File: src/rtl/rotary_decoder_mc.sv
// Multi-channel quadrature decoder: sync, debounce, Gray decode, detent grouping.
// Define ROTARY_POSITION_EN to build the per-channel signed position counters.
module rotary_decoder_mc #(
   parameter int unsigned CHANNELS         = 2,
   parameter int unsigned DEBOUNCE_CYCLES  = 40000,
   parameter int unsigned STEPS_PER_DETENT = 4,
   parameter int unsigned COUNT_W          = 8
) (
   input  logic                        clk,
   input  logic                        res_n,
   input  logic [CHANNELS-1:0]         rotary_clk,
   input  logic [CHANNELS-1:0]         rotary_dt,
   output logic [CHANNELS-1:0]         rotation_up,
   output logic [CHANNELS-1:0]         rotation_dn,
   output logic [CHANNELS-1:0]         rotation_err,
   output logic [CHANNELS*COUNT_W-1:0] position
);

   localparam int unsigned CntW = (DEBOUNCE_CYCLES > 0) ? $clog2(DEBOUNCE_CYCLES + 1) : 1;
   localparam logic [CntW-1:0]   CntMax = CntW'(DEBOUNCE_CYCLES);
   localparam logic signed [2:0] AccMax = 3'(STEPS_PER_DETENT - 1);
   localparam logic signed [2:0] AccMin = -AccMax;

   // Startup window: adopt current encoder levels silently for 3 cycles after reset.
   logic [1:0] start_cnt_q;
   logic       startup;

   assign startup = (start_cnt_q != 2'd3);

   always_ff @(posedge clk or negedge res_n) begin
      if (!res_n) begin
         start_cnt_q <= '0;
      end else if (startup) begin
         start_cnt_q <= start_cnt_q + 2'd1;
      end
   end

   for (genvar ch = 0; ch < CHANNELS; ch++) begin : g_ch
      logic [1:0]        sync_clk_q, sync_dt_q;
      logic [1:0]        sync_ab;
      logic [1:0]        deb_q, deb_d, prev_q;
      logic [CntW-1:0]   cnt_q [2];
      logic [CntW-1:0]   cnt_d [2];
      logic [1:0]        phase_prev, phase_cur, phase_diff;
      logic signed [2:0] acc_q, acc_d;
      logic              up_q, up_d, dn_q, dn_d, err_q, err_d;

      assign sync_ab = {~sync_clk_q[1], ~sync_dt_q[1]};

      always_comb begin
         deb_d = deb_q;
         for (int i = 0; i < 2; i++) begin
            cnt_d[i] = '0;
            if (startup) begin
               deb_d[i] = sync_ab[i];
            end else if (sync_ab[i] != deb_q[i]) begin
               if (cnt_q[i] == CntMax) begin
                  deb_d[i] = sync_ab[i];
               end else begin
                  cnt_d[i] = cnt_q[i] + CntW'(1);
               end
            end
         end
      end

      // Phase index along the up sequence 00,01,11,10 -> 0,1,2,3
      assign phase_prev = {prev_q[1], ^prev_q};
      assign phase_cur  = {deb_q[1], ^deb_q};
      assign phase_diff = phase_cur - phase_prev;

      always_comb begin
         acc_d = acc_q;
         up_d  = 1'b0;
         dn_d  = 1'b0;
         err_d = 1'b0;
         if (!startup) begin
            case (phase_diff)
               2'd1: begin
                  if (acc_q == AccMax) begin
                     up_d  = 1'b1;
                     acc_d = '0;
                  end else begin
                     acc_d = acc_q + 3'sd1;
                  end
               end
               2'd3: begin
                  if (acc_q == AccMin) begin
                     dn_d  = 1'b1;
                     acc_d = '0;
                  end else begin
                     acc_d = acc_q - 3'sd1;
                  end
               end
               2'd2: begin
                  err_d = 1'b1;
                  acc_d = '0;
               end
               default: ;
            endcase
         end
      end

      always_ff @(posedge clk or negedge res_n) begin
         if (!res_n) begin
            sync_clk_q <= 2'b11;
            sync_dt_q  <= 2'b11;
            deb_q      <= '0;
            prev_q     <= '0;
            cnt_q[0]   <= '0;
            cnt_q[1]   <= '0;
            acc_q      <= '0;
            up_q       <= 1'b0;
            dn_q       <= 1'b0;
            err_q      <= 1'b0;
         end else begin
            sync_clk_q <= {sync_clk_q[0], rotary_clk[ch]};
            sync_dt_q  <= {sync_dt_q[0], rotary_dt[ch]};
            deb_q      <= deb_d;
            // Track the adopted level during startup so no transition is seen afterwards
            prev_q     <= startup ? deb_d : deb_q;
            cnt_q[0]   <= cnt_d[0];
            cnt_q[1]   <= cnt_d[1];
            acc_q      <= acc_d;
            up_q       <= up_d;
            dn_q       <= dn_d;
            err_q      <= err_d;
         end
      end

      assign rotation_up[ch]  = up_q;
      assign rotation_dn[ch]  = dn_q;
      assign rotation_err[ch] = err_q;

`ifdef ROTARY_POSITION_EN
      logic [COUNT_W-1:0] pos_q;

      always_ff @(posedge clk or negedge res_n) begin
         if (!res_n) begin
            pos_q <= '0;
         end else if (up_d) begin
            pos_q <= pos_q + COUNT_W'(1);
         end else if (dn_d) begin
            pos_q <= pos_q - COUNT_W'(1);
         end
      end

      assign position[ch*COUNT_W +: COUNT_W] = pos_q;
`else
      assign position[ch*COUNT_W +: COUNT_W] = '0;
`endif
   end

endmodule

File: config.mk
export PLATFORM = sky130hd
export DESIGN_NAME = rotary_decoder_mc
export DESIGN_NICKNAME = d
export VERILOG_FILES = /design/src/rtl/rotary_decoder_mc.sv
export SDC_FILE = /design/constraint.sdc
export NUM_CORES = 1
export LEC_CHECK = 0
export ABC_AREA = 0
export CORE_MARGIN = 2
export CORE_UTILIZATION = 57
export CTS_CLUSTER_SIZE = 25
export DETAILED_ROUTE_END_ITERATION = 8
export PLACE_DENSITY = 0.85
export SETUP_SLACK_MARGIN = 0.15
export SYNTH_ARGS = -nofsm -noshare
export SYNTH_HDL_FRONTEND = slang
export SYNTH_SLANG_ARGS = --single-unit
File: constraint.sdc
create_clock -name clk -period 2.9 [get_ports clk]
set_input_delay 0.58 -clock clk [delete_from_list [all_inputs] [get_ports clk]]
set_output_delay 0.58 -clock clk [all_outputs]
set_load 0.05 [all_outputs]
==> reports/metrics.cfg <==
[clock_tree]
post_cts_resized = 0
hold_buffers = 0
cts_buffer_depth = 2
numClockSinks = 94
clk_pin_slew_ns = 0.09
tritoncts = done
cts_buffers = 9
htreeDepth = 3
cts_setup_buffers = 0
insertion_delay_ns = 0.36
cts-root-buf = clkbuf_8

[worst_setup_path]
path_buf_inv = 0
required_ns = 3.13
worst_path_dominant_cell_family = simple AND/OR/NAND/NOR gates
startpoint_type = flip-flop
rrSetupSlack_ns = 0.63
crit_slowest_cell = nand2b_1
worstReg2RegStart = g_ch[0].cnt_q[2]
worst_setup_path_end_kind = flip-flop
crit_cells = 4
path_cells = or4_1 -> o41ai_2 -> nand2b_1 -> nor2_1
cp.arrival_ns = 2.50
slowest_delay_ns = 0.57
crit_fanout = 16
worstSetupPathType = reg -> reg
r2r-end = g_ch[0].cnt_q[13]
r2r_cells = 4

[synthesis]
synth_top_area_cell = dfrtp_1
ys_seq_area_share_pct = 48.8
synthCells = 474
ys_ff_latch = 94
synth_cell_types = 48
synth_area_leaders = dfrtp_1 (44%), xnor2_1 (8.0%), nor2_1 (5.1%), ha_1 (4.4%), dfstp_2 (4.3%)
yosys_warnings = 0
async_reset_ff_share_pct = 100
syn-cell-area_mm2 = 0.00484
synth-edff-count = 0
syn_avg_cell_area_um2 = 10.2
ys.flop_type = dfrtp_1
yosys.area.top_type_share_pct = 44.5

[die]
row_count = 33
die_h_um = 96.1
core_area_mm2 = 0.00822
initial_core_util_pct = 58.9
fp.dieArea_mm2 = 0.00924
die_width_um = 96.1
pin_count = 28

[timing]
skew_ns = 0.00843
tightest_slew_ns = 0.639
final.min_clock_period_ns = 2.27
slew_headroom_pct = 57.0
fin_tns_setup_ns = 0
hold_violations = 0
finalSetupViolations = 0
fin_crit_sh_pct = 78.3
slew_violations = 0
rsz0062_at_grt = no
max_freq_mhz = 441

[routing]
vias = 3269
ant_nets = 0
wl_per_cell_um = 14.2
first_pass_iters = 6
drt_iter0_drc = 134
wl_um = 8440
post-route-drc-count = 0
viasPerCell = 5.50

[global_routing]
globalRoute.totalOverflow = 0
grt_max_degree = 51
grtUsageTotal_pct = 20.2
grt_pass1_vias = 3291
grt_pass1_wl_um = 14600
antenna_found_initial = 0

[power]
clkPwrFrac_pct = 29.2
swShare_pct = 30.8
ir_drop_mv = 0.313
cellLeakagePower_nw = 2.24
switching_power_mw = 0.892
cellInternalPower_mw = 2.00
powerDensity_mw_per_mm2 = 563
pwr-share-seq_pct = 52.1
combPwrFrac_pct = 18.7

[placement]
port-buffer-count = 11
dp_hpwl_um = 5800
routabilityCongestion = 0.850

[status]
status = completed

[min_path]
worstHoldPathType = in -> async

[run]
maxCapViolations = 0

[final_layout]
utilization_pct = 62.5
area_growth_pct = 6.21
nets = 507
fillers = 652
antenna_cells = 0
layout-drive-gt1-share_pct = 8.38

## sequential cells by signal, indices dropped and copies added (netlist names), named ones only
register         flops
g_ch.cnt_q          64
g_ch.acc_q           6
g_ch.prev_q          4
g_ch.sync_clk_q      4
g_ch.sync_dt_q       4
g_ch.dn_q            2
g_ch.err_q           2
g_ch.up_q            2
start_cnt_q          2
## per-stage QoR
step           worst slack [ns]  instance area (um2)  cells  hold WS [ns]  total power [mW]
5_1_grt                   0.485                 5140    594         0.278              3.05
3_5_place_dp              0.652                 4950    578         0.351              2.07
2_1_floorplan              1.03                 4890    489         0.284              1.95
3_3_place_gp              0.756                 4950    578         0.347              2.02
6_report                  0.630                 5140    594         0.226              2.89
4_1_cts                   0.641                 5140    594         0.248              2.92
## per-layer routing
layer | global-route usage, % | part of all wire (%) | vias up
met5 | 0 | 0 | -
met4 | 8.81 | 2.1 | 0
met3 | 3.92 | 3.2 | 15
met2 | 34.9 | 52 | 65
met1 | 24.6 | 43 | 1604
li1 | - | - | 1585
## cell type report
type	count	area, um2	area share (%)
Timing Repair Buffer	16	158	3.07
Multi-Input combinational cell	334	2190	42.5
Clock buffer	12	165	3.21
Inverter	29	109	2.12
Sequential cell	94	2360	46.0
Tap cell	105	131	2.56
Clock inverter	4	27.5	0.536
## how the worst max path moves through the flow
stage                             end  slack (ns)        startpoint
floorplan           g_ch[0].cnt_q[10]        1.03  g_ch[0].cnt_q[2]
global placement     g_ch[0].cnt_q[8]        0.76  g_ch[0].cnt_q[2]
detailed placement  g_ch[0].cnt_q[13]        0.65  g_ch[0].cnt_q[2]
CTS                 g_ch[0].cnt_q[13]        0.64  g_ch[0].cnt_q[2]
global route         g_ch[0].cnt_q[9]        0.49  g_ch[0].cnt_q[2]
finish              g_ch[0].cnt_q[13]        0.63  g_ch[0].cnt_q[2]
## Yosys cell counts, types with 4 or more instances
| cell | count |
|---|---|
| nand3_1 | 28 |
| inv_1 | 29 |
| and3_1 | 7 |
| dfrtp_1 | 86 |
| nor3_1 | 14 |
| nand4_1 | 14 |
| nor2_1 | 66 |
| buf_4 | 23 |
| nand2b_1 | 4 |
| xnor2_1 | 44 |
| o21ai_0 | 9 |
| nor4_1 | 14 |
| nand2_1 | 24 |
| a21oi_1 | 7 |
| clkbuf_1 | 6 |
| and4_1 | 4 |
| mux2i_1 | 5 |
| xor2_1 | 19 |
| dfstp_2 | 8 |
| ha_1 | 17 |
## power groups by stage
stage               clock [mW]  combinational, mW  sequential, mW
CTS                      0.868              0.548            1.51
global placement             0              0.501            1.52
floorplan                    0              0.447            1.50
finish                   0.844              0.542            1.51
global route             0.913              0.615            1.52
detailed placement           0              0.540            1.53
## cells in the final DEF (no fill, tap or decap), types with 3 or more instances in the layout
cell type | netlist | routed
dfrtp_1 | 86 | 86
dfstp_2 | 8 | 8
nor4_1 | 14 | 14
nor2_1 | 66 | 66
clkbuf_8 | 0 | 12
or4_1 | 3 | 3
a21oi_1 | 7 | 7
nor3_1 | 14 | 14
and3_1 | 7 | 7
ha_1 | 17 | 17
xnor2_1 | 44 | 44
inv_1 | 29 | 29
buf_4 | 23 | 5
o21ai_0 | 9 | 9
clkdlybuf4s50_1 | 0 | 10
o31ai_1 | 3 | 3
nor2b_1 | 3 | 3
nand4_1 | 14 | 14
nand2b_1 | 4 | 4
and4_1 | 4 | 4
xor2_1 | 19 | 19
nand3_1 | 28 | 28
mux2i_1 | 5 | 5
nand2_1 | 24 | 24
conb_1 | 1 | 16
## worst register-to-register path: stages (launching register included)
cell and delay (ns):
dfrtp_1 0.45, or4_1 0.54, o41ai_2 0.44, nand2b_1 0.57, nor2_1 0.13
## kinds of logic after synthesis
| family | after synthesis | share of synthesized area (%) |
|---|---|---|
| AOI/OAI and AO/OA | 26 | 3.72 |
| xor gates and xnor gates | 66 | 12.9 |
| adders and majority gates | 17 | 4.40 |
| buffers and inverters | 61 | 7.16 |
| DFF | 94 | 48.8 |
| muxes | 6 | 1.27 |
| other | 1 | 0.0775 |
| and+or+nand+nor | 203 | 21.7 |
Power figures use the tool's default switching activity.
